==> config.mk <==
export PLATFORM = sky130hd
export DESIGN_NAME = regfile_write_sequencer
export DESIGN_NICKNAME = d
export VERILOG_FILES = /design/src/rtl/regfile_write_sequencer.sv
export SDC_FILE = /design/constraint.sdc
export NUM_CORES = 1
export LEC_CHECK = 0
export ABC_AREA = 0
export BUFFER_PORTS_ARGS = -buffer_cell sky130_fd_sc_hd__buf_2
export CORE_UTILIZATION = 54
export DETAILED_ROUTE_END_ITERATION = 10
export GPL_TIMING_DRIVEN = 0
export PLACE_DENSITY = 0.74
export SYNTH_ARGS = -nofsm -noshare
export SYNTH_HDL_FRONTEND = slang
export SYNTH_SLANG_ARGS = --single-unit
==> constraint.sdc <==
create_clock -name clk -period 3.5 [get_ports clk]
set_input_delay 1.05 -clock clk [delete_from_list [all_inputs] [get_ports clk]]
set_output_delay 1.05 -clock clk [all_outputs]
set_load 0.05 [all_outputs]
==> src/rtl/regfile_write_sequencer.sv <==
// Write-side sequencer for the 16 x 32-bit register file: buffers destination
// writes in a small FIFO, drains one per cycle, and forwards pending data to readers.
module regfile_write_sequencer #(
  parameter int unsigned DEPTH  = 4,
  parameter int unsigned DATA_W = 32
) (
  input  logic              clk,
  input  logic              rst_n,
  input  logic              wr_valid,
  output logic              wr_ready,
  input  logic [3:0]        wr_addr,
  input  logic [DATA_W-1:0] wr_data,
  input  logic              stall,
  input  logic              flush,
  output logic [3:0]        c,
  output logic [DATA_W-1:0] pc,
  output logic              enable,
  input  logic [3:0]        a,
  input  logic [3:0]        b,
  output logic              fwd_a_hit,
  output logic              fwd_b_hit,
  output logic [DATA_W-1:0] fwd_a_data,
  output logic [DATA_W-1:0] fwd_b_data,
  output logic [$clog2(DEPTH):0] count,
  output logic              empty
);

  localparam int unsigned AW = $clog2(DEPTH);
  localparam int unsigned CW = AW + 1;

  typedef struct packed {
    logic [3:0]        addr;
    logic [DATA_W-1:0] data;
  } wr_entry_t;

  wr_entry_t     mem [DEPTH];
  logic [AW-1:0] head;
  logic [AW-1:0] tail;
  logic [AW-1:0] fwd_idx;
  logic          push_c;
  logic          pop_c;

  assign wr_ready = (count < CW'(DEPTH));
  assign empty    = (count == '0) && !enable;
  assign push_c   = wr_valid && wr_ready && !flush;
  assign pop_c    = (count != '0) && !stall && !flush;

  // Storage needs no reset: only entries inside [head, head+count) are ever observed.
  always_ff @(posedge clk) begin
    if (push_c) begin
      mem[tail] <= wr_entry_t'({wr_addr, wr_data});
    end
  end

  // Pointers, occupancy and the registered write port.
  always_ff @(posedge clk or negedge rst_n) begin
    if (!rst_n) begin
      head   <= '0;
      tail   <= '0;
      count  <= '0;
      c      <= '0;
      pc     <= '0;
      enable <= 1'b0;
    end else if (flush) begin
      head   <= '0;
      tail   <= '0;
      count  <= '0;
      enable <= 1'b0;
    end else begin
      enable <= pop_c;
      if (push_c) begin
        tail <= tail + AW'(1);
      end
      if (pop_c) begin
        head <= head + AW'(1);
        c    <= mem[head].addr;
        pc   <= mem[head].data;
      end
      if (push_c && !pop_c) begin
        count <= count + CW'(1);
      end else if (!push_c && pop_c) begin
        count <= count - CW'(1);
      end
    end
  end

  // Oldest candidate first so younger matches overwrite: output reg, then head..tail-1.
  always_comb begin
    fwd_a_hit  = 1'b0;
    fwd_b_hit  = 1'b0;
    fwd_a_data = '0;
    fwd_b_data = '0;
    fwd_idx    = '0;
    if (enable && (c == a)) begin
      fwd_a_hit  = 1'b1;
      fwd_a_data = pc;
    end
    if (enable && (c == b)) begin
      fwd_b_hit  = 1'b1;
      fwd_b_data = pc;
    end
    for (int unsigned i = 0; i < DEPTH; i++) begin
      fwd_idx = head + AW'(i);
      if (CW'(i) < count) begin
        if (mem[fwd_idx].addr == a) begin
          fwd_a_hit  = 1'b1;
          fwd_a_data = mem[fwd_idx].data;
        end
        if (mem[fwd_idx].addr == b) begin
          fwd_b_hit  = 1'b1;
          fwd_b_data = mem[fwd_idx].data;
        end
      end
    end
  end

endmodule

==> impl_metrics.xml <==
<?xml version="1.0" encoding="UTF-8"?>
<metrics>
  <group name="route">
    <metric name="route.antenna.remaining_nets" unit="">0</metric>
    <metric name="drt_drc_violations_left" unit="">0</metric>
    <metric name="wl_per_cell" unit="um">26.8</metric>
    <metric name="routed-via-count" unit="">11800</metric>
    <metric name="drt_iter0_markers" unit="">1449</metric>
    <metric name="wl" unit="mm">46.2</metric>
    <metric name="routed_via_density" unit="">6.84</metric>
    <metric name="drt_pass1_iterations" unit="">6</metric>
  </group>
  <group name="synth">
    <metric name="cell_area_after_technology_mapping" unit="um2">12600</metric>
    <metric name="postSynthRegisterBits" unit="">188</metric>
    <metric name="synthesis.instances" unit="">1184</metric>
    <metric name="synth_cell_types" unit="">48</metric>
    <metric name="synth.net_count" unit="">1241</metric>
    <metric name="synth_warnings" unit="">0</metric>
    <metric name="seq_area_frac_synth" unit="">0.430</metric>
    <metric name="postSynthAreaPerCell" unit="um2">10.7</metric>
  </group>
  <group name="clock_tree">
    <metric name="htree_levels" unit="">4</metric>
    <metric name="number_of_sinks_handled_by_clock_tree_synthesis" unit="">188</metric>
    <metric name="clock_tree.buffer_depth" unit="">2</metric>
    <metric name="cts.clk_slew.worst_paths" unit="ns">0.07</metric>
    <metric name="numCtsBuffers" unit="">17</metric>
    <metric name="clock-root-buffer" unit="">clkbuf_16</metric>
    <metric name="tritoncts" unit="">yes</metric>
    <metric name="insertion_delay" unit="ns">0.46</metric>
  </group>
  <group name="finish">
    <metric name="post-route-cell-area" unit="um2">17900</metric>
    <metric name="post_route_cells_drive_above_1_share" unit="">0.435</metric>
    <metric name="nets" unit="">1454</metric>
    <metric name="layout-area-overhead-vs-synth" unit="%">42.1</metric>
    <metric name="final-seq-area" unit="um2">5430</metric>
    <metric name="fillCellCount" unit="">1338</metric>
    <metric name="number_of_cells_in_the_finished_layout_apart_from_fillers" unit="">1724</metric>
    <metric name="combined_area_of_the_multi_input_logic_cells" unit="um2">8560</metric>
  </group>
  <group name="global_routing">
    <metric name="initial_antenna_violation_count" unit="">0</metric>
    <metric name="grt_start_max_net_pins" unit="">45</metric>
    <metric name="grtUsageTotal" unit="">0.376</metric>
    <metric name="grt_pass1_vias" unit="">11600</metric>
    <metric name="grt_overflow" unit="">0</metric>
    <metric name="global_route_wire_length_before_repair" unit="mm">67.2</metric>
  </group>
  <group name="worst_setup_path">
    <metric name="crit_required" unit="ns">2.45</metric>
    <metric name="worst_path_most_repeated_cell" unit="">buf_6</metric>
    <metric name="critical_path.max_fanout" unit="">7</metric>
    <metric name="cp_slowest_cell" unit="">mux4_2</metric>
    <metric name="critical_path.max_stage_delay" unit="ns">0.56</metric>
    <metric name="timing.critical_path.arrival" unit="ns">3.34</metric>
    <metric name="worst_setup_path_start_kind" unit="">flop</metric>
    <metric name="path_class" unit="">reg2out</metric>
    <metric name="crit_path_cell_trace" unit="">buf_6 -&gt; buf_12 -&gt; mux4_2 -&gt; xor2_1 -&gt; nor3_2 -&gt; buf_4 -&gt; a21oi_4 -&gt; buf_6 -&gt; buf_6 -&gt; clkbuf_16 -&gt; a221oi_4 -&gt; o31ai_4 -&gt; buf_6</metric>
    <metric name="setup.worst_path.end_class" unit="">primary output</metric>
    <metric name="timing.critical_path.buf_inv" unit="">7</metric>
    <metric name="timing.critical_path.max_delay_family" unit="">buffers and inverters</metric>
  </group>
  <group name="sta">
    <metric name="timing.fmax" unit="MHz">228</metric>
    <metric name="timing.final.crit_share" unit="">1.25</metric>
    <metric name="rsz0062_at_grt" unit="">yes</metric>
    <metric name="finalSetupViolations" unit="">66</metric>
    <metric name="hold_violations" unit="">0</metric>
    <metric name="final.setup.worst_slack" unit="ns">-0.892</metric>
    <metric name="worst-slew-pin-transition" unit="ns">1.31</metric>
    <metric name="worst_clock_skew" unit="ns">0.0148</metric>
    <metric name="slew-limit-headroom" unit="">0.121</metric>
    <metric name="fin_crit" unit="ns">4.39</metric>
    <metric name="timing_max_transition_violations_final" unit="">0</metric>
  </group>
  <group name="placed_design">
    <metric name="port_buffers" unit="">147</metric>
    <metric name="detailed_place.area" unit="um2">15200</metric>
    <metric name="place.gp.congestion" unit="">0.919</metric>
    <metric name="place_hpwl" unit="mm">29.1</metric>
    <metric name="place_inst" unit="">1648</metric>
  </group>
  <group name="power">
    <metric name="switching_share" unit="">0.503</metric>
    <metric name="power.internal" unit="uW">6620</metric>
    <metric name="power_per_cell_area" unit="nW/um2">743</metric>
    <metric name="power_leakage" unit="uW">0.00624</metric>
    <metric name="vdd_drop_max" unit="mV">0.452</metric>
    <metric name="power.share.clock" unit="">0.152</metric>
    <metric name="power_frac_seq" unit="">0.248</metric>
    <metric name="p_comb_frac" unit="">0.600</metric>
    <metric name="switching_power" unit="uW">6710</metric>
  </group>
  <group name="worst_hold_path">
    <metric name="worstHoldPathType" unit="">reg2reg</metric>
  </group>
  <group name="floorplan">
    <metric name="floorplan.die.height" unit="um">155</metric>
    <metric name="die-width" unit="um">155</metric>
    <metric name="floorplan.core_area" unit="um2">22800</metric>
    <metric name="core.rowCount" unit="">55</metric>
    <metric name="num_io_pins" unit="">157</metric>
    <metric name="initial_utilization" unit="">0.554</metric>
    <metric name="die-area" unit="um2">24000</metric>
  </group>
  <group name="run">
    <metric name="drv_cap" unit="">0</metric>
  </group>
  <group name="outcome">
    <metric name="status" unit="">finished with violations</metric>
    <metric name="violations_in_the_final_reports" unit="">setup timing</metric>
  </group>
</metrics>
[cell type report]
class,count,area share
clock buffers,20,0.0243
plain buffers,111,0.0584
inverters,6,0.00133
well taps,313,0.0218
clock inverters,12,0.00830
repair buffers,199,0.106
flip-flops and latches,188,0.303
diodes,1,0.000139
multi-input cells,874,0.477
[layer usage]
| metal | global-route usage | share of wire | up-vias |
|---|---|---|---|
| met5 | 0 | 0 | - |
| met4 | 0.157 | 0.038 | 0 |
| met3 | 0.0875 | 0.11 | 186 |
| met2 | 0.611 | 0.47 | 927 |
| met1 | 0.483 | 0.38 | 5721 |
| li1 | - | - | 4963 |
[metrics by stage]
| stage | hold slack [ns] | setup TNS, ns | utilization | setup WS, ns | total power (uW) |
|---|---|---|---|---|---|
| 6_report | 0.607 | -51.48 | 0.788 | -0.892 | 13300 |
| 5_1_grt | 0.620 | -54.95 | 0.787 | -0.938 | 13700 |
| 4_1_cts | 0.607 | -49.65 | 0.767 | -0.830 | 12800 |
| 3_5_place_dp | 0.590 | -53.86 | 0.667 | -0.943 | 9870 |
| 3_3_place_gp | 0.570 | -75.14 | 0.663 | -0.954 | 9770 |
| 2_1_floorplan | 0.542 | -17.33 | - | -0.295 | 8240 |
[worst register-to-register path, stage by stage, from the launching register on]
cell	delay (ns)
dfrtp_1	0.42
inv_1	0.12
ha_1	0.21
nand2_1	0.08
nand2b_1	0.11
nor2_1	1.00
clkbuf_1	0.81
mux2_2	0.43
[synth_stat cells, drive strengths merged]
master,n,area share
xor2,20,0.014
and2,37,0.018
nand2b,3,0.0015
edfxtp,144,0.34
o31ai,32,0.019
a221oi,65,0.060
o21ai,35,0.014
nor4,2,0.0015
mux2,68,0.061
a22oi,31,0.018
dfrtp,44,0.087
buf,42,0.023
maj3,1,0.00079
or2,2,0.00099
nor2b,31,0.015
a21oi,102,0.041
and4,3,0.0021
clkbuf,74,0.022
clkinv,1,0.00030
o221ai,32,0.037
o21a,1,0.00059
nand4,1,0.00050
nor3,37,0.015
nor2,109,0.033
ha,8,0.0079
nand3b,1,0.00059
xnor2,23,0.016
mux4,16,0.030
inv,5,0.0015
or3,1,0.00089
o31a,31,0.022
and3,1,0.00050
nand2,74,0.022
nand3,36,0.014
mux2i,71,0.056
[path summary, 6_finish.rpt]
kind / start / endpoint / slack, ns / depth (start not counted)
hold reg to reg: c[2] / c[2] / 0.61 / 1
setup / recovery: head[0] / fwd_a_data[12] / -0.89 / 13
hold / removal: c[2] / c[2] / 0.61 / 1
min in group asynchronous: rst_n / count[0] / 0.84 / 1
setup reg to reg: count[1] / pc[0] / 0.19 / 7
max in group asynchronous: rst_n / head[1] / 1.85 / 1
[state kept, by name, summed over array words and instances, names as in the netlist]
name,cells
mem,144
pc,32
c,4
count,3
head,2
tail,2
enable,1
[power groups by stage]
stage / logic [uW] / clock network, uW / registers (uW)
2_1_floorplan: 4300 / 0 / 3930
3_3_place_gp: 6550 / 0 / 3210
3_5_place_dp: 6650 / 0 / 3230
4_1_cts: 7530 / 2000 / 3240
5_1_grt: 8260 / 2070 / 3340
6_report: 8000 / 2030 / 3310
[repair_timing]
item	CTS	global route
hold buffers	0	0
endpoints found under the setup margin	66	66
gates resized for setup	332	81
pin swaps	26	41
gates cloned	7	4
buffers inserted	19	20
[layout by cell type (no fill, tap or decap), drive strengths merged]
cell and n:
dfrtp 44, a221oi 65, or2 2, or3 1
o31a 31, mux2 68, bufinv 2, mux2i 71
xor2 20, clkinv 1, o21a 1, nor2 109
nand3b 1, clkbuf 88, a21oi 102, o21ai 35
inv 12, nor2b 31, diode 1, and2 37
a22oi 31, nor3 37, clkinvlp 3, o221ai 32
buf 242, ha 8, o31ai 32, nand4 1
nor4 2, mux4 16, maj3 1, and4 3
nand2b 3, nand3 36, nand2 74, and3 1
xnor2 23, edfxtp 144
[kinds of logic (layout without fill, tap and decap cells)]
logic type               Yosys count  in the layout  share of synthesized area
AND/OR/NAND/NOR                  338            338                      0.127
AO/OA/AOI/OAI                    329            329                      0.211
flip-flops                       188            188                      0.430
multiplexers                     155            155                      0.147
buffers and inverters            122            348                     0.0472
XOR/XNOR                          43             43                     0.0298
adder cells (fa/ha/maj)            9              9                    0.00872
other                              0              1                          0
Note: power is estimated with default switching activity, not from simulation.
